--- src/rtl/instr_decoder.sv ---
// -----------------------------------------------------------------------------
// instr_decoder
//
// Single-stage decoder for a small RV32 subset: ADDI, ADD, BEQ and JAL.
// Every other encoding is reported as ILLEGAL with all register and immediate
// fields forced to zero. Each decoded record is captured in one output
// register behind a valid/ready handshake. That register is refilled on the
// same edge that drains it, so a record can move through on every cycle.
//
// Also keeps one wrapping counter per instruction class. A counter advances
// only when an instruction is accepted on the input side.
//
// Parameters
//   DATA_WIDTH  instruction / PC / immediate width (32 or more)
//   DIR_WIDTH   register address width
//   CNT_WIDTH   per-class counter width
//
// Ports
//   clk            rising-edge clock
//   arst           asynchronous active-high reset
//   in_valid       upstream offers in_instr / in_pc
//   in_ready       decoder accepts this cycle (combinational)
//   in_instr       raw RV32 instruction word
//   in_pc          address of in_instr
//   out_valid      output register holds a decoded record
//   out_ready      downstream consumes the record
//   out_kind       0=ADDI 1=ADD 2=BEQ 3=JAL 4=ILLEGAL
//   out_rd/rs1/rs2 register fields
//   out_imm        sign-extended immediate
//   out_reg_write  instruction writes a non-zero rd
//   out_target     pc+imm for BEQ/JAL, pc+4 otherwise
//   out_link       pc+4
//   cnt_*          accepted-instruction count per class
// -----------------------------------------------------------------------------
module instr_decoder #(
  parameter int DATA_WIDTH = 32,
  parameter int DIR_WIDTH  = 5,
  parameter int CNT_WIDTH  = 16
) (
  input  logic                  clk,
  input  logic                  arst,
  input  logic                  in_valid,
  output logic                  in_ready,
  input  logic [DATA_WIDTH-1:0] in_instr,
  input  logic [DATA_WIDTH-1:0] in_pc,
  output logic                  out_valid,
  input  logic                  out_ready,
  output logic [2:0]            out_kind,
  output logic [DIR_WIDTH-1:0]  out_rd,
  output logic [DIR_WIDTH-1:0]  out_rs1,
  output logic [DIR_WIDTH-1:0]  out_rs2,
  output logic [DATA_WIDTH-1:0] out_imm,
  output logic                  out_reg_write,
  output logic [DATA_WIDTH-1:0] out_target,
  output logic [DATA_WIDTH-1:0] out_link,
  output logic [CNT_WIDTH-1:0]  cnt_addi,
  output logic [CNT_WIDTH-1:0]  cnt_add,
  output logic [CNT_WIDTH-1:0]  cnt_beq,
  output logic [CNT_WIDTH-1:0]  cnt_jal,
  output logic [CNT_WIDTH-1:0]  cnt_illegal
);

  // Instruction class codes presented on out_kind
  localparam logic [2:0] KIND_ADDI    = 3'd0;
  localparam logic [2:0] KIND_ADD     = 3'd1;
  localparam logic [2:0] KIND_BEQ     = 3'd2;
  localparam logic [2:0] KIND_JAL     = 3'd3;
  localparam logic [2:0] KIND_ILLEGAL = 3'd4;

  // Major opcodes of the supported subset
  localparam logic [6:0] OP_IMM    = 7'b0010011;
  localparam logic [6:0] OP_REG    = 7'b0110011;
  localparam logic [6:0] OP_BRANCH = 7'b1100011;
  localparam logic [6:0] OP_JAL    = 7'b1101111;

  localparam logic [2:0] F3_ZERO = 3'b000;
  localparam logic [6:0] F7_ZERO = 7'b0000000;

  localparam logic [CNT_WIDTH-1:0]  CNT_ONE = {{(CNT_WIDTH-1){1'b0}}, 1'b1};
  localparam logic [DATA_WIDTH-1:0] PC_STEP = DATA_WIDTH'(4);

  // ---------------------------------------------------------------------------
  // Raw instruction fields
  // ---------------------------------------------------------------------------
  logic [6:0] opcode;
  logic [2:0] funct3;
  logic [6:0] funct7;
  logic [4:0] rd_field;
  logic [4:0] rs1_field;
  logic [4:0] rs2_field;

  assign opcode    = in_instr[6:0];
  assign rd_field  = in_instr[11:7];
  assign funct3    = in_instr[14:12];
  assign rs1_field = in_instr[19:15];
  assign rs2_field = in_instr[24:20];
  assign funct7    = in_instr[31:25];

  // Immediates for each format, sign-extended from bit 31. B and J offsets
  // are scrambled in the encoding and always have an implicit zero LSB.
  logic [DATA_WIDTH-1:0] imm_i;
  logic [DATA_WIDTH-1:0] imm_b;
  logic [DATA_WIDTH-1:0] imm_j;

  assign imm_i = {{(DATA_WIDTH-12){in_instr[31]}}, in_instr[31:20]};
  assign imm_b = {{(DATA_WIDTH-13){in_instr[31]}}, in_instr[31], in_instr[7],
                  in_instr[30:25], in_instr[11:8], 1'b0};
  assign imm_j = {{(DATA_WIDTH-21){in_instr[31]}}, in_instr[31], in_instr[19:12],
                  in_instr[20], in_instr[30:21], 1'b0};

  // ---------------------------------------------------------------------------
  // Combinational decode of the offered instruction
  // ---------------------------------------------------------------------------
  logic [2:0]            dec_kind;
  logic [DIR_WIDTH-1:0]  dec_rd;
  logic [DIR_WIDTH-1:0]  dec_rs1;
  logic [DIR_WIDTH-1:0]  dec_rs2;
  logic [DATA_WIDTH-1:0] dec_imm;
  logic                  dec_reg_write;
  logic                  dec_uses_offset;
  logic [DATA_WIDTH-1:0] dec_target;
  logic [DATA_WIDTH-1:0] dec_link;

  // Defaults describe the ILLEGAL record. Only a fully matching encoding
  // overrides them, which keeps every field zero for unknown words.
  always_comb begin
    dec_kind = KIND_ILLEGAL;
    dec_rd   = '0;
    dec_rs1  = '0;
    dec_rs2  = '0;
    dec_imm  = '0;
    case (opcode)
      OP_IMM: begin
        if (funct3 == F3_ZERO) begin
          dec_kind = KIND_ADDI;
          dec_rd   = DIR_WIDTH'(rd_field);
          dec_rs1  = DIR_WIDTH'(rs1_field);
          dec_imm  = imm_i;
        end
      end
      OP_REG: begin
        if ((funct3 == F3_ZERO) && (funct7 == F7_ZERO)) begin
          dec_kind = KIND_ADD;
          dec_rd   = DIR_WIDTH'(rd_field);
          dec_rs1  = DIR_WIDTH'(rs1_field);
          dec_rs2  = DIR_WIDTH'(rs2_field);
        end
      end
      OP_BRANCH: begin
        if (funct3 == F3_ZERO) begin
          dec_kind = KIND_BEQ;
          dec_rs1  = DIR_WIDTH'(rs1_field);
          dec_rs2  = DIR_WIDTH'(rs2_field);
          dec_imm  = imm_b;
        end
      end
      OP_JAL: begin
        dec_kind = KIND_JAL;
        dec_rd   = DIR_WIDTH'(rd_field);
        dec_imm  = imm_j;
      end
      default: begin
      end
    endcase
  end

  // Writes to x0 are architecturally discarded, so they do not count as a write
  assign dec_reg_write = ((dec_kind == KIND_ADDI) || (dec_kind == KIND_ADD) ||
                          (dec_kind == KIND_JAL)) && (dec_rd != '0);

  // Address arithmetic simply wraps at the data width
  assign dec_uses_offset = (dec_kind == KIND_BEQ) || (dec_kind == KIND_JAL);
  assign dec_link        = in_pc + PC_STEP;
  assign dec_target      = dec_uses_offset ? (in_pc + dec_imm) : dec_link;

  // ---------------------------------------------------------------------------
  // Handshake
  // ---------------------------------------------------------------------------
  logic transfer_in;
  logic transfer_out;

  // The register can take a new record when empty or when it drains on this edge
  assign in_ready     = !out_valid || out_ready;
  assign transfer_in  = in_valid && in_ready;
  assign transfer_out = out_valid && out_ready;

  // Valid flag: a load wins over a drain so back-to-back records keep it high
  always_ff @(posedge clk or posedge arst) begin
    if (arst) begin
      out_valid <= 1'b0;
    end else if (transfer_in) begin
      out_valid <= 1'b1;
    end else if (transfer_out) begin
      out_valid <= 1'b0;
    end
  end

  // Output record register: loads only on an accepted input, otherwise holds
  always_ff @(posedge clk or posedge arst) begin
    if (arst) begin
      out_kind      <= 3'd0;
      out_rd        <= '0;
      out_rs1       <= '0;
      out_rs2       <= '0;
      out_imm       <= '0;
      out_reg_write <= 1'b0;
      out_target    <= '0;
      out_link      <= '0;
    end else if (transfer_in) begin
      out_kind      <= dec_kind;
      out_rd        <= dec_rd;
      out_rs1       <= dec_rs1;
      out_rs2       <= dec_rs2;
      out_imm       <= dec_imm;
      out_reg_write <= dec_reg_write;
      out_target    <= dec_target;
      out_link      <= dec_link;
    end
  end

  // ---------------------------------------------------------------------------
  // Per-class statistics: one counter steps per accepted instruction, wrapping
  // ---------------------------------------------------------------------------
  always_ff @(posedge clk or posedge arst) begin
    if (arst) begin
      cnt_addi    <= '0;
      cnt_add     <= '0;
      cnt_beq     <= '0;
      cnt_jal     <= '0;
      cnt_illegal <= '0;
    end else if (transfer_in) begin
      case (dec_kind)
        KIND_ADDI: cnt_addi    <= cnt_addi + CNT_ONE;
        KIND_ADD:  cnt_add     <= cnt_add + CNT_ONE;
        KIND_BEQ:  cnt_beq     <= cnt_beq + CNT_ONE;
        KIND_JAL:  cnt_jal     <= cnt_jal + CNT_ONE;
        default:   cnt_illegal <= cnt_illegal + CNT_ONE;
      endcase
    end
  end

endmodule

--- config.mk ---
export PLATFORM = sky130hd
export DESIGN_NAME = instr_decoder
export DESIGN_NICKNAME = d
export VERILOG_FILES = /design/src/rtl/instr_decoder.sv
export SDC_FILE = /design/constraint.sdc
export NUM_CORES = 1
export LEC_CHECK = 0
export CORE_UTILIZATION = 54
export CTS_CLUSTER_SIZE = 28
export DETAILED_ROUTE_END_ITERATION = 7
export HOLD_SLACK_MARGIN = 0.03
export PLACE_DENSITY = 0.87
export SETUP_SLACK_MARGIN = 0.05
export SYNTH_ARGS = -nofsm -noshare
export SYNTH_HDL_FRONTEND = slang
export SYNTH_SLANG_ARGS = --single-unit
--- constraint.sdc ---
create_clock -name clk -period 10.92 [get_ports clk]
set_input_delay 1.092 -clock clk [delete_from_list [all_inputs] [get_ports clk]]
set_output_delay 1.092 -clock clk [all_outputs]
set_load 0.005 [all_outputs]
Word level (Yosys, flattened, before mapping) --
Cells that the tools add are included. W data, S select, Z words.
Storage, ports and cells: bits in registers 196, input port bits 68
Cells by class: add/sub/neg operators 7, equal/unequal tests 7, multiplexer cells 19, bitwise logic cells 1, reduce and logical (&&, ||, !) cells 21
Operators with widths (number):
- $mux W32 | 3
- $pmux W32 S3 | 1
- $add A16 B1 Y16 const B | 5
- $add A32 B3 Y32 const B | 1
- $add A32 B32 Y32 | 1
- $mux W5 | 6
- $pmux W5 S2 | 2
- $pmux W5 S3 | 1
- $eq A7 B7 Y1 const B | 2
- $pmux W3 S4 | 1
- $reduce_and A2 Y1 | 5
- $mux W3 | 3
- $eq A7 B5 Y1 const B | 1
- $eq A7 B6 Y1 const B | 1
- $logic_not A7 Y1 | 1
- $eq A3 B2 Y1 const B | 2
- $logic_not A3 Y1 | 2
- $reduce_bool A5 Y1 | 1
- $logic_and A1 B1 Y1 | 4
- $logic_or A1 B1 Y1 | 4
- $reduce_or A4 Y1 | 1
- $eq A3 B1 Y1 const B | 1
- $mux W1 | 2
- $reduce_bool A2 Y1 | 1
- other kinds (3) | 3

Depth between registers and ports, before layout --
Gate-level depths: netlist of the first run.
word-level depth 8, mapped depth 17

Worst setup path before layout of the first run --
Ideal clock, no wire load.
path kind input -> register, from input port in_instr[5], to register out_target[30], data arrival time 4279 ps, data required time 10788 ps, path slack 6509 ps, cell stages on the path 16, buffers on the path 2, path through buf_2 -> nand3b_2 -> o21a_1 -> nor4b_4 -> a21oi_1 -> inv_1 -> ha_1 -> clkbuf_1 -> a41oi_1 -> o21ai_0 -> a2111oi_0 -> o31ai_1 -> a21oi_1 -> o21ai_0 -> mux2i_1 -> o211ai_1
Between the ends: elaborated cells between the ends (all ways) 11, classes of those cells 1 x add/sub; 6 x eq/ne; 3 x mux; 1 x reduce/logical
RTL lines:
- start, declared | RTL line 44 | input logic [DATA_WIDTH-1:0] in_instr,
- $eq A7 B7 Y1 or $eq A7 B5 Y1 (tied branches) | RTL line 132 | case (opcode)
- $pmux W32 S3 * | RTL line 132
- named net dec_imm[20] | RTL line 118 | logic [DATA_WIDTH-1:0] dec_imm;
- $add A32 B32 Y32 * | RTL line 174 | assign dec_target = dec_uses_offset ? (in_pc + dec_imm) : dec_link;
- $mux W32 * | RTL line 174
- end signal, assigned | RTL line 216 | out_target <= dec_target;
- end, declared | RTL line 54 | output logic [DATA_WIDTH-1:0] out_target,
The timed path passes the listed nets; every way through them passes the cells marked *. A chain may end at the register's enable or synchronous reset.

Worst setup path after layout of the first run --
from input port in_instr[3], to register out_target[30]
The elaborated chain is that of the path after synthesis.

==> results of run 1 <==
per-stage QoR:
| step | worst slack (ns) | std cells | util [%] | total power [mW] | hold WS (ns) |
|---|---|---|---|---|---|
| after floorplan | 4.799 | 1065 | - | 0.8848 | 0.4628 |
| after global placement | 5.342 | 1517 | 69.63 | 1.043 | 0.4522 |
| after detailed placement | 5.248 | 1517 | 69.63 | 1.049 | 0.4592 |
| after CTS | 5.664 | 1549 | 72.84 | 1.678 | 0.4714 |
| after global routing | 5.192 | 1549 | 72.84 | 1.734 | 0.4741 |
| final | 5.545 | 1549 | 72.84 | 1.672 | 0.4702 |
power by group through the flow:
stage | Sequential [mW] | Combinational [mW] | Clock, mW
finish | 0.764 | 0.273 | 0.634
CTS | 0.764 | 0.275 | 0.639
floorplan | 0.777 | 0.108 | 0
detailed placement | 0.777 | 0.273 | 0
global placement | 0.776 | 0.267 | 0
global route | 0.770 | 0.296 | 0.668
state kept, by name, summed over array words and instances, names as in the netlist:
| signal | count |
|---|---|
| out_link | 32 |
| out_target | 32 |
| out_imm | 21 |
| cnt_add | 16 |
| cnt_addi | 16 |
| cnt_beq | 16 |
| cnt_illegal | 16 |
| cnt_jal | 16 |
| out_rd | 5 |
| out_rs1 | 5 |
| out_rs2 | 5 |
| out_kind | 3 |
| out_reg_write | 1 |
| out_valid | 1 |
kinds of logic (layout without fill, tap and decap cells):
logic type                 after synthesis  in the layout  synth area share, %
and+or+nand+nor                        388            388                18.75
DFF                                    185            185                44.97
xor gates and xnor gates               128            128                10.89
adders and majority gates               38             38                4.691
AOI/OAI and AO/OA                      229            229                14.84
muxes                                   24             24                2.577
buffers and inverters                   73            323                3.281
per-layer routing:
layer	vias up	routed length [um]
li1	4206	-
met1	4393	12190
met2	402	14300
met3	79	2124
met4	0	1260
met5	-	0
worst reg2reg max path: stages, from the launching register on:
cell,delay [ns]
sky130_fd_sc_hd__dfrtp_1,0.38
sky130_fd_sc_hd__nand2b_1,0.19
sky130_fd_sc_hd__nand2_4,0.30
sky130_fd_sc_hd__a21o_1,0.50
sky130_fd_sc_hd__nor4_4,0.56
sky130_fd_sc_hd__nand4_2,0.27
sky130_fd_sc_hd__nor3_2,0.30
sky130_fd_sc_hd__nand3_1,0.14
sky130_fd_sc_hd__xnor2_1,0.14
cell usage in the layout, fill, tap and decap left out, types with 6 or more instances in the layout:
cell / count
sky130_fd_sc_hd__a21o_1: 27
sky130_fd_sc_hd__a22o_1: 18
sky130_fd_sc_hd__nand3_1: 39
sky130_fd_sc_hd__and4_1: 6
sky130_fd_sc_hd__nor3_1: 16
sky130_fd_sc_hd__and2_1: 15
sky130_fd_sc_hd__a21oi_1: 51
sky130_fd_sc_hd__nand2_1: 146
sky130_fd_sc_hd__nand4_1: 20
sky130_fd_sc_hd__ha_1: 37
sky130_fd_sc_hd__o211ai_1: 8
sky130_fd_sc_hd__mux2_2: 20
sky130_fd_sc_hd__dfrtp_1: 185
sky130_fd_sc_hd__xor2_1: 47
sky130_fd_sc_hd__xnor2_1: 81
sky130_fd_sc_hd__and3_1: 25
sky130_fd_sc_hd__inv_1: 21
sky130_fd_sc_hd__nand2b_1: 6
sky130_fd_sc_hd__clkdlybuf4s50_1: 264
sky130_fd_sc_hd__o21ai_0: 71
sky130_fd_sc_hd__a31oi_1: 8
sky130_fd_sc_hd__nor2_1: 77
sky130_fd_sc_hd__clkbuf_16: 17
cell type report:
cell class,count,area [um^2]
multi-input cells,807,5335
well taps,234,292.8
clock inverters,15,175.2
fillers,1330,5080
clock buffers,17,425.4
inverters,22,87.58
repair buffers,269,2680
flip-flops and latches,185,4629
final timing paths:
path	to	slack (ns)	cells past startpoint
max reg2reg	cnt_addi[15]	8.02	8
max	out_target[30]	5.54	14
max in group asynchronous	cnt_jal[7]	8.13	3
min in group asynchronous	cnt_illegal[9]	1.25	2
min reg2reg	cnt_jal[15]	0.47	1
min	cnt_jal[15]	0.47	1
==> impl_results.rst, run 1 <==
.. list-table::
   :header-rows: 1

   * - Metric
     - Value
   * - Clock root buffer master
     - sky130_fd_sc_hd__clkbuf_16
   * - Worst clock skew
     - a little over 0.009 ns
   * - Highest-utilization routing layer at the global route stage
     - met2
   * - Area of the die
     - just under 20000 um^2
   * - Headroom to the max-slew limit
     - between 30% and 40%
   * - DR WL/cell
     - 19.28 um
   * - Share of total power in sequential cells
     - between 40% and 50%
   * - Final Instance Area
     - 13630 um^2
   * - Net count after synthesis
     - approximately 1200
   * - Final number of hold-violating endpoints
     - 0
   * - Maximum number of pins on one net before global-route repair
     - about 110
   * - Global Route Usage Sum
     - 31.50%
   * - Drt first-iter violations
     - between 600 and 700
   * - Final-layout setup total negative slack
     - 0 ns
   * - Sequential cell area fraction in the yosys report
     - 44.97%
   * - Kind of cell adding the most delay to the critical path
     - compound AO/OA/AOI/OAI gates
   * - Slowest cell on crit path
     - sky130_fd_sc_hd__nor4b_4
   * - Synthesized area
     - a little over 10000 um^2
   * - Clock sinks
     - approximately 190
   * - Global-route track usage on met2
     - 51.74%
   * - Total via count after detailed routing
     - just over 9000
   * - Area Overhead vs Synth
     - 32.35%
   * - Pleak
     - just over 6 nW
   * - Total clock buffers created by CTS
     - 17
   * - Post-synth EDFFs
     - 0
   * - Number of unique standard cell types used by synthesis
     - between 70 and 80
   * - Ys async rst share
     - 100.0%
   * - GRT met1 Usage
     - between 40 and 50%
   * - Clock slew at reported path FFs
     - approximately 0.07 ns
   * - Aggregate global routing overflow
     - 0
   * - Placeable Area
     - about 19000 um^2
   * - Worst setup EP type
     - register
   * - Share of the synthesized area in the top cell type
     - between 40% and 50%
   * - Average footprint of a synthesized cell
     - approximately 9.7 um^2
   * - Setup violation total in the final timing report
     - 0
   * - Share of the clock period used by the worst path after layout
     - 49.23%
   * - Maximum capacitance violations
     - 0
   * - Starting utilization of the core area
     - between 50 and 60%
   * - Critical path data required time
     - between 10 and 15 ns
   * - Insertion delay of the later-clocked pin in the worst-skew pair
     - around 0.44 ns
   * - Synthesis Warnings
     - 0
   * - Highest cell delay on the worst timing path
     - 0.79 ns
   * - Post-detailed-placement cell area
     - around 13000 um^2
   * - Total power per unit cell area
     - approximately 120 nW/um^2
   * - Number of H-tree levels
     - 4
   * - Wire length of the first global-routing pass
     - 47980 um
   * - Peak fanout along the critical path
     - 11
   * - Most area-consuming cells after synthesis
     - sky130_fd_sc_hd__dfrtp_1 (45%), sky130_fd_sc_hd__xnor2_1 (6.9%), sky130_fd_sc_hd__nand2_1 (5.4%), sky130_fd_sc_hd__ha_1 (4.5%), sky130_fd_sc_hd__xor2_1 (4.0%)
   * - Most used standard cells in the synthesized netlist
     - sky130_fd_sc_hd__dfrtp_1 (185), sky130_fd_sc_hd__nand2_1 (147), sky130_fd_sc_hd__xnor2_1 (81)
   * - Chain of cells forming the critical path
     - clkdlybuf4s50_1, nand4bb_1, nor4b_4, a21oi_1, inv_1, ha_1, a41oi_1, o21ai_0, a2111oi_0, o31ai_1, a21oi_1, o21ai_0, mux2i_1, o211ai_1
   * - Met3 Track Usage GR
     - 5.846%
   * - Status
     - completed
   * - Critical Path Start
     - in_instr[3]
   * - Flop and latch count out of synthesis
     - between 150 and 200
   * - Floorplan die height
     - approximately 140 um
   * - Post-route antenna net violation count
     - 0
   * - Number of standard-cell rows in the floorplan
     - 50
   * - Cts-stage hold buffer count
     - 0
   * - Number of DRC violations after detailed routing
     - 0
   * - Internal portion of total power
     - 1.201 mW
   * - Nets@finish
     - approximately 1400
   * - Estimated wirelength of the detail-placed design
     - roughly 22000 um
   * - Cell with the most instances after synthesis
     - sky130_fd_sc_hd__dfrtp_1
   * - Total net switching power
     - ~0.47 mW
   * - Hold path start
     - cnt_jal[15]
   * - Maximum clock insertion buffer count
     - 2
   * - Max Transition Viols Final
     - 0
   * - RSZ-0062 raised after global routing
     - no
   * - Fraction of power consumed by combinational cells
     - ~16%
   * - Critical path buffers and inverters
     - 2
   * - Max Fclk
     - 186.0 MHz
   * - Via count of the first global-routing pass
     - approximately 9000
   * - Clock power share
     - ~38%
   * - Primary flip-flop cell chosen by synthesis mapping
     - sky130_fd_sc_hd__dfrtp_1
   * - IR Drop Worst-Case VDD
     - 0.1042 mV
   * - Number of antenna violations at the first check in global routing
     - 0
   * - Iteration count of the initial detailed-routing pass
     - 5
   * - Library cell with the largest summed area after synthesis
     - sky130_fd_sc_hd__dfrtp_1
   * - Fraction of layout cells with a size suffix above 1
     - around 6.9%
   * - Die X-Extent
     - 140.1 um
   * - Via density per instance
     - 5.862
   * - Final RePlAce weighted congestion
     - approximately 0.89
   * - Number of antenna repair diodes
     - 0
   * - Shortest clock period the worst path allows after layout
     - approximately 5.4 ns
   * - Number of I/O port buffers
     - 264
   * - # resized after CTS
     - 0
   * - Postcts setup bufs
     - 0
   * - Top Ports
     - 265
   * - Source of the worst register-to-register timing path
     - out_valid
   * - Gate count of the mapped netlist
     - ~1100
   * - Final wirelength
     - around 30000 um
   * - Kind of start point of the critical path
     - primary input
   * - Hold Crit Class
     - reg2reg
   * - Data arrival at the endpoint of the critical path
     - around 5.7 ns
   * - Critical path class
     - in2reg
   * - TritonCTS clock tree
     - built
   * - Slew of the pin with the lowest slew margin
     - around 0.98 ns
   * - Switching Share
     - roughly 28%
Power figures use the tool's default switching activity.
==> inputs of run 2 (changes only) <==
--- a/config.mk
+++ b/config.mk
@@ -5,11 +5,11 @@
 export SDC_FILE = /design/constraint.sdc
 export NUM_CORES = 1
 export LEC_CHECK = 0
-export CORE_UTILIZATION = 54
+export CORE_UTILIZATION = 45
 export CTS_CLUSTER_SIZE = 28
 export DETAILED_ROUTE_END_ITERATION = 7
 export HOLD_SLACK_MARGIN = 0.03
-export PLACE_DENSITY = 0.87
+export PLACE_DENSITY = 0.77
 export SETUP_SLACK_MARGIN = 0.05
 export SYNTH_ARGS = -nofsm -noshare
 export SYNTH_HDL_FRONTEND = slang
==> constraint.sdc (replaced) <==
create_clock -name clk -period 4.86 [get_ports clk]
set_input_delay 0.486 -clock clk [delete_from_list [all_inputs] [get_ports clk]]
set_output_delay 0.486 -clock clk [all_outputs]
set_load 0.005 [all_outputs]
==> impl_results.rst, run 2 (same netlist as run 1, synthesis figures left out) <==
.. list-table::
   :header-rows: 1

   * - Metric
     - Value
   * - Status
     - completed
   * - Total clock buffers created by CTS
     - 17 (unchanged)
   * - Data arrival at the endpoint of the critical path
     - 4.72 ns (-0.94 ns)
   * - Critical path data required time
     - 5.15 ns (-6.06 ns)
   * - Post-route antenna net violation count
     - 0 (unchanged)
   * - Maximum capacitance violations
     - 0 (unchanged)
   * - Most common cell after layout, fill and taps aside
     - sky130_fd_sc_hd__clkdlybuf4s50_1
   * - Final-layout setup total negative slack
     - 0 ns (unchanged)
   * - Max Transition Viols Final
     - 0 (unchanged)
   * - Top Ports
     - 265 (unchanged)
   * - Number of I/O port buffers
     - 264 (unchanged)
   * - Area Overhead vs Synth
     - 33.60%
   * - Shortest clock period the worst path allows after layout
     - around 4.4 ns
   * - Share of the clock period used by the worst path after layout
     - 91.09%
   * - Die X-Extent
     - 153.3 um (+9.4%)
   * - Non-filler cells in the finished layout
     - 1606 (+3.7%)
   * - Worst clock skew
     - 0.009240 ns (+0.0001203 ns)
   * - Aggregate global routing overflow
     - 0 (unchanged)
   * - Cts-stage hold buffer count
     - 0 (unchanged)
   * - IR Drop Worst-Case VDD
     - 0.2080 mV (+100%)
   * - Number of antenna repair diodes
     - 0 (unchanged)
   * - Global Route Usage Sum
     - 26.21% (-5.3 points)
   * - Highest cell delay on the worst timing path
     - 0.63 ns (-0.16 ns)
   * - Nets@finish
     - 1419 (+0.78%)
   * - Path depth of the worst reg2reg path
     - 8 (unchanged)
   * - Number of standard-cell rows in the floorplan
     - 54 (+8.0%)
   * - Number of cells on the critical path
     - 14 (unchanged)
   * - Clock sinks
     - 185 (unchanged)
   * - Max Fclk
     - between 200 and 250 MHz
   * - Headroom to the max-slew limit
     - 29.60% (-4.8 points)
   * - Clock root buffer master
     - sky130_fd_sc_hd__clkbuf_16
   * - Floorplan die height
     - 153.3 um (+9.4%)
   * - Wire length of the first global-routing pass
     - 48130 um (+0.33%)
   * - Clock slew at reported path FFs
     - 0.08 ns (about the same)
   * - Total via count after detailed routing
     - 8944 (-1.5%)
   * - Total power after layout
     - 3.727 mW (+120%)
   * - Biggest registers after layout
     - out_link (32), out_target (32), out_imm (21)
   * - Via count of the first global-routing pass
     - 8692 (-2.5%)
   * - # resized after CTS
     - 0 (unchanged)
   * - Placeable Area
     - 22090 um^2 (+18%)
   * - Area of the die
     - 23490 um^2 (+20%)
   * - Kind of cell adding the most delay to the critical path
     - simple AND/OR/NAND/NOR gates
   * - Highest-count cells in the layout ignoring fill and taps
     - sky130_fd_sc_hd__clkdlybuf4s50_1 (264), sky130_fd_sc_hd__dfrtp_1 (185), sky130_fd_sc_hd__nand2_1 (146)
   * - Postcts setup bufs
     - 0 (unchanged)
   * - Chain of cells forming the critical path
     - clkdlybuf4s50_1, or3_1, nor4_2, or2_2, and2_1, ha_1, a21oi_1, o21ai_0, or3_1, o21ai_0, o21ai_0, a31oi_1, mux2i_1, o211ai_1
   * - TritonCTS clock tree
     - built
   * - Number of H-tree levels
     - 4 (unchanged)
   * - Starting utilization of the core area
     - 46.60% (-8.4 points)
   * - Critical path class
     - in2reg
   * - Worst slack after detailed placement
     - 0.06632 ns (-5.182 ns)
   * - DR WL/cell
     - 18.77 um (-2.7%)
   * - Fraction of layout cells with a size suffix above 1
     - 7.617% (+0.70 points)
   * - Drt first-iter violations
     - 790 (+23%)
   * - Iteration count of the initial detailed-routing pass
     - 5 (unchanged)
   * - Number of DRC violations after detailed routing
     - 0 (unchanged)
   * - Setup violation total in the final timing report
     - 0 (unchanged)
   * - Maximum clock insertion buffer count
     - 2 (unchanged)
   * - Total instance count after detailed placement
     - 1574 (+3.8%)
   * - Hold Crit Class
     - in2async
   * - Dominant cell type by count on the critical path
     - sky130_fd_sc_hd__o21ai_0
   * - Number of antenna violations at the first check in global routing
     - 0 (unchanged)
   * - Critical path buffers and inverters
     - 1 (-1)
   * - Slew of the pin with the lowest slew margin
     - 1.054 ns (+0.07168 ns)
   * - Worst setup EP type
     - register
   * - Maximum number of pins on one net before global-route repair
     - 113 (+4.6%)
   * - Peak fanout along the critical path
     - 6 (-5)
   * - Smallest setup slack after layout
     - 0.4332 ns (-5.111 ns)
   * - Via density per instance
     - 5.569 (-5.0%)
   * - Final RePlAce weighted congestion
     - 0.9658 (+8.0%)
   * - Kind of start point of the critical path
     - primary input
   * - Final wirelength
     - 30140 um (+0.90%)
   * - Estimated wirelength of the detail-placed design
     - 22760 um (+2.3%)
   * - Final number of hold-violating endpoints
     - 0 (unchanged)
   * - Pleak
     - 6.187 nW (+0.65%)
   * - Insertion delay of the later-clocked pin in the worst-skew pair
     - 0.44 ns (about the same)
   * - Slowest cell on crit path
     - sky130_fd_sc_hd__or3_1
   * - Layout Utilization
     - 62.26% (-11 points)
   * - RSZ-0062 raised after global routing
     - no
   * - Total power per unit cell area
     - 270.9 nW/um^2 (+120%)
run 2: final timing paths:
check	to	from	slack, ns
max reg2reg	cnt_jal[13]	out_valid	2.27
max in group asynchronous	out_imm[11]	arst	3.50
min in group clk	cnt_jal[15]	cnt_jal[15]	0.47
max	out_target[18]	in_instr[14]	0.43
min reg2reg	cnt_jal[15]	cnt_jal[15]	0.47
min	cnt_add[12]	arst	0.42
run 2: worst register-to-register path, stage by stage, from the launching register on:
cell and delay, ns:
sky130_fd_sc_hd__dfrtp_1 0.38, sky130_fd_sc_hd__nand2b_1 0.18, sky130_fd_sc_hd__and2_1 0.66, sky130_fd_sc_hd__nand3_4 0.30, sky130_fd_sc_hd__nor2_4 0.22, sky130_fd_sc_hd__and2_2 0.22, sky130_fd_sc_hd__and4_1 0.28, sky130_fd_sc_hd__nand3_1 0.11
sky130_fd_sc_hd__xnor2_1 0.13
run 2: metal layers:
| layer | track usage [%] | vias up | routed length [um] |
|---|---|---|---|
| met4 | 7.648 | 0 | 634 |
| met1 | 34.81 | 4319 | 12930 |
| met3 | 5.018 | 43 | 2061 |
| met5 | 0 | - | 0 |
| li1 | - | 4223 | - |
| met2 | 43.40 | 359 | 14510 |
run 2: final cells by class:
class                   count  area (um^2)
fillers                  1827         8339
multi-input cells         807         5335
flip-flops and latches    185         4629
repair buffers            280         2775
clock buffers              18        429.2
well taps                 280        350.3
clock inverters            14        148.9
inverters                  22        86.33
run 2: report_power, final:
part / internal [mW] / switching, mW / total, mW
registers: 1.64 / 0.0810 / 1.72
clock network: 0.689 / 0.701 / 1.39
logic: 0.327 / 0.289 / 0.616
run 2: metrics by stage:
step	instance area (um^2)	hold WS, ns
2_1_floorplan	10300	0.4628
5_1_grt	13750	0.4514
3_3_place_gp	13180	0.4538
6_report	13750	0.4162
4_1_cts	13750	0.4160
3_5_place_dp	13180	0.4614
==> inputs of run 3 (changes only) <==
--- a/config.mk
+++ b/config.mk
@@ -8,6 +8,7 @@
 export CORE_UTILIZATION = 45
 export CTS_CLUSTER_SIZE = 28
 export DETAILED_ROUTE_END_ITERATION = 7
+export GPL_ROUTABILITY_DRIVEN = 0
 export HOLD_SLACK_MARGIN = 0.03
 export PLACE_DENSITY = 0.77
 export SETUP_SLACK_MARGIN = 0.05
==> impl_results.rst, run 3 (same netlist as run 1, synthesis figures left out) <==
.. list-table::
   :header-rows: 1

   * - Metric
     - Value
   * - Status
     - completed
   * - Dominant cell type by count on the critical path
     - sky130_fd_sc_hd__and2_1
   * - Nets@finish
     - 1421 (+0.14%)
   * - Global Route Usage Sum
     - 25.49% (-0.72 points)
   * - Number of antenna violations at the first check in global routing
     - 0 (unchanged)
   * - Total clock buffers created by CTS
     - 17 (unchanged)
   * - Placeable Area
     - 22090 um^2 (unchanged)
   * - Kind of start point of the critical path
     - primary input
   * - DR WL/cell
     - 18.53 um (-1.2%)
   * - Slowest cell on crit path
     - sky130_fd_sc_hd__clkdlybuf4s50_1
   * - Number of I/O port buffers
     - 264 (unchanged)
   * - TritonCTS clock tree
     - built
   * - Fraction of layout cells with a size suffix above 1
     - 7.831% (+0.21 points)
   * - FF/Latch Area
     - 4629 um^2 (unchanged)
   * - Total power after layout
     - 3.758 mW (+0.83%)
   * - Die X-Extent
     - 153.3 um (unchanged)
   * - Final wirelength
     - 29800 um (-1.1%)
   * - Insertion delay of the later-clocked pin in the worst-skew pair
     - 0.44 ns (about the same)
   * - Max Fclk
     - 224.7 MHz (-0.52%)
   * - Total power per unit cell area
     - 271.9 nW/um^2 (+0.35%)
   * - Layout Utilization
     - 62.55% (+0.29 points)
   * - Hold Crit Class
     - reg2reg
   * - Floorplan die height
     - 153.3 um (unchanged)
   * - Setup violation total in the final timing report
     - 0 (unchanged)
   * - Clock power share
     - 37.9% (+0.6 points)
   * - Worst setup EP type
     - register
   * - Aggregate global routing overflow
     - 0 (unchanged)
   * - Post-route antenna net violation count
     - 0 (unchanged)
   * - Iteration count of the initial detailed-routing pass
     - 6 (+1)
   * - Chain of cells forming the critical path
     - clkdlybuf4s50_1, or3_1, o21ai_4, and2_1, or2_2, and2_1, ha_1, nand2_1, a2111oi_4, o41ai_4, o31ai_4, a211oi_2, o31ai_1, mux2i_1, o211ai_1
   * - Clock slew at reported path FFs
     - 0.07 ns (about the same)
   * - Number of antenna repair diodes
     - 0 (unchanged)
   * - Shortest clock period the worst path allows after layout
     - 4.450 ns (+0.02327 ns)
   * - Share of total power in sequential cells
     - 45.7% (-0.5 points)
   * - Highest-count cells in the layout ignoring fill and taps
     - sky130_fd_sc_hd__clkdlybuf4s50_1 (264), sky130_fd_sc_hd__dfrtp_1 (185), sky130_fd_sc_hd__nand2_1 (146)
   * - Starting utilization of the core area
     - 46.60% (unchanged)
   * - Maximum clock insertion buffer count
     - 2 (unchanged)
   * - Area used by multi-input combinational logic
     - 5336 um^2 (about the same)
   * - Internal portion of total power
     - 2.682 mW (+0.99%)
   * - Number of H-tree levels
     - 4 (unchanged)
   * - Switching Share
     - 28.63% (-0.12 points)
   * - Number of standard-cell rows in the floorplan
     - 54 (unchanged)
   * - Data arrival at the endpoint of the critical path
     - 4.73 ns (about the same)
   * - Wire length of the first global-routing pass
     - 47250 um (-1.8%)
   * - Total net switching power
     - 1.076 mW (+0.42%)
   * - Total via count after detailed routing
     - 8954 (+0.11%)
   * - Top Ports
     - 265 (unchanged)
   * - Number of DRC violations after detailed routing
     - 0 (unchanged)
   * - Estimated wirelength of the detail-placed design
     - 22690 um (-0.29%)
   * - Most common cell after layout, fill and taps aside
     - sky130_fd_sc_hd__clkdlybuf4s50_1
   * - Worst slack after detailed placement
     - -0.05725 ns (-0.1236 ns)
   * - Maximum capacitance violations
     - 0 (unchanged)
   * - Biggest registers after layout
     - out_link (32), out_target (32), out_imm (21)
   * - Critical path class
     - in2reg
   * - Headroom to the max-slew limit
     - 31.59% (+2.0 points)
   * - IR Drop Worst-Case VDD
     - 0.2197 mV (+5.6%)
   * - Critical path buffers and inverters
     - 1 (unchanged)
   * - Via count of the first global-routing pass
     - 8649 (-0.49%)
   * - RSZ-0062 raised after global routing
     - no
   * - Worst clock skew
     - 0.01283 ns (+0.003585 ns)
   * - Clock root buffer master
     - sky130_fd_sc_hd__clkbuf_16
   * - Final-layout setup total negative slack
     - 0 ns (unchanged)
   * - Minimum setup slack among reg-to-reg paths
     - 2.22 ns (-0.05 ns)
   * - Share of the clock period used by the worst path after layout
     - 91.56% (+0.48 points)
   * - Filler instances
     - 1810 (-0.93%)
   * - Final number of hold-violating endpoints
     - 0 (unchanged)
   * - Critical path data required time
     - 5.14 ns (about the same)
   * - Fraction of power consumed by combinational cells
     - 16.4% (about the same)
   * - Drt first-iter violations
     - 689 (-13%)
   * - Smallest setup slack after layout
     - 0.4100 ns (-0.02327 ns)
   * - Max Transition Viols Final
     - 0 (unchanged)
   * - Via density per instance
     - 5.568 (about the same)
   * - Area of the die
     - 23490 um^2 (unchanged)
   * - Highest cell delay on the worst timing path
     - 0.50 ns (-0.13 ns)
   * - Maximum number of pins on one net before global-route repair
     - 109 (-3.5%)
   * - Kind of cell adding the most delay to the critical path
     - compound AO/OA/AOI/OAI gates
   * - Pleak
     - 6.221 nW (+0.55%)
   * - Peak fanout along the critical path
     - 7 (+1)
   * - Clock sinks
     - 185 (unchanged)
   * - Area Overhead vs Synth
     - 34.24%
   * - Slew of the pin with the lowest slew margin
     - 1.017 ns (-0.03725 ns)
run 3: stage by stage:
stage / hold WS (ns) / cell area, um^2 / std cells
2_1_floorplan: 0.4628 / 10300 / 1065
3_3_place_gp: 0.4524 / 13180 / 1573
3_5_place_dp: 0.4571 / 13180 / 1573
4_1_cts: 0.4716 / 13800 / 1605
5_1_grt: 0.4887 / 13820 / 1608
6_report: 0.4699 / 13820 / 1608
run 3: what timing repair did:
| item | 4_1_cts | 5_1_grt |
|---|---|---|
| endpoints found under the setup margin | 0 | 2 |
| hold buffers | 0 | 0 |
| resized for setup | 0 | 1 |
| setup buffers | 0 | 3 |
run 3: power by group through the flow:
stage,sequential (mW),combinational [mW],clock [mW]
after floorplan,1.75,0.243,0
after global placement,1.75,0.608,0
after detailed placement,1.75,0.617,0
after CTS,1.72,0.620,1.45
after global routing,1.73,0.666,1.51
final,1.72,0.616,1.42
run 3: cell type report:
cell class,count,area share [%]
multi-input combinational,807,38.61
sequential,185,33.50
timing repair buffer,282,20.28
clock buffer,18,3.178
tap,280,2.535
clock inverter,14,1.268
inverter,22,0.6247
run 3: metal layers:
metal	track usage (%)	wire length, um	vias to the layer above
met4	9.283	782	0
met5	0	0	-
met3	5.217	1978	56
li1	-	-	4244
met1	33.68	12980	4296
met2	41.31	14060	358
run 3: final timing paths:
check	start	end	depth (start not counted)
worst max-delay path	in_instr[12]	out_target[31]	15
worst min-delay path	cnt_jal[15]	cnt_jal[15]	1
worst max register to register	out_valid	cnt_jal[13]	8
worst min register to register	cnt_jal[15]	cnt_jal[15]	1
max in group asynchronous	arst	out_link[13]	3
min in group asynchronous	arst	cnt_add[13]	3
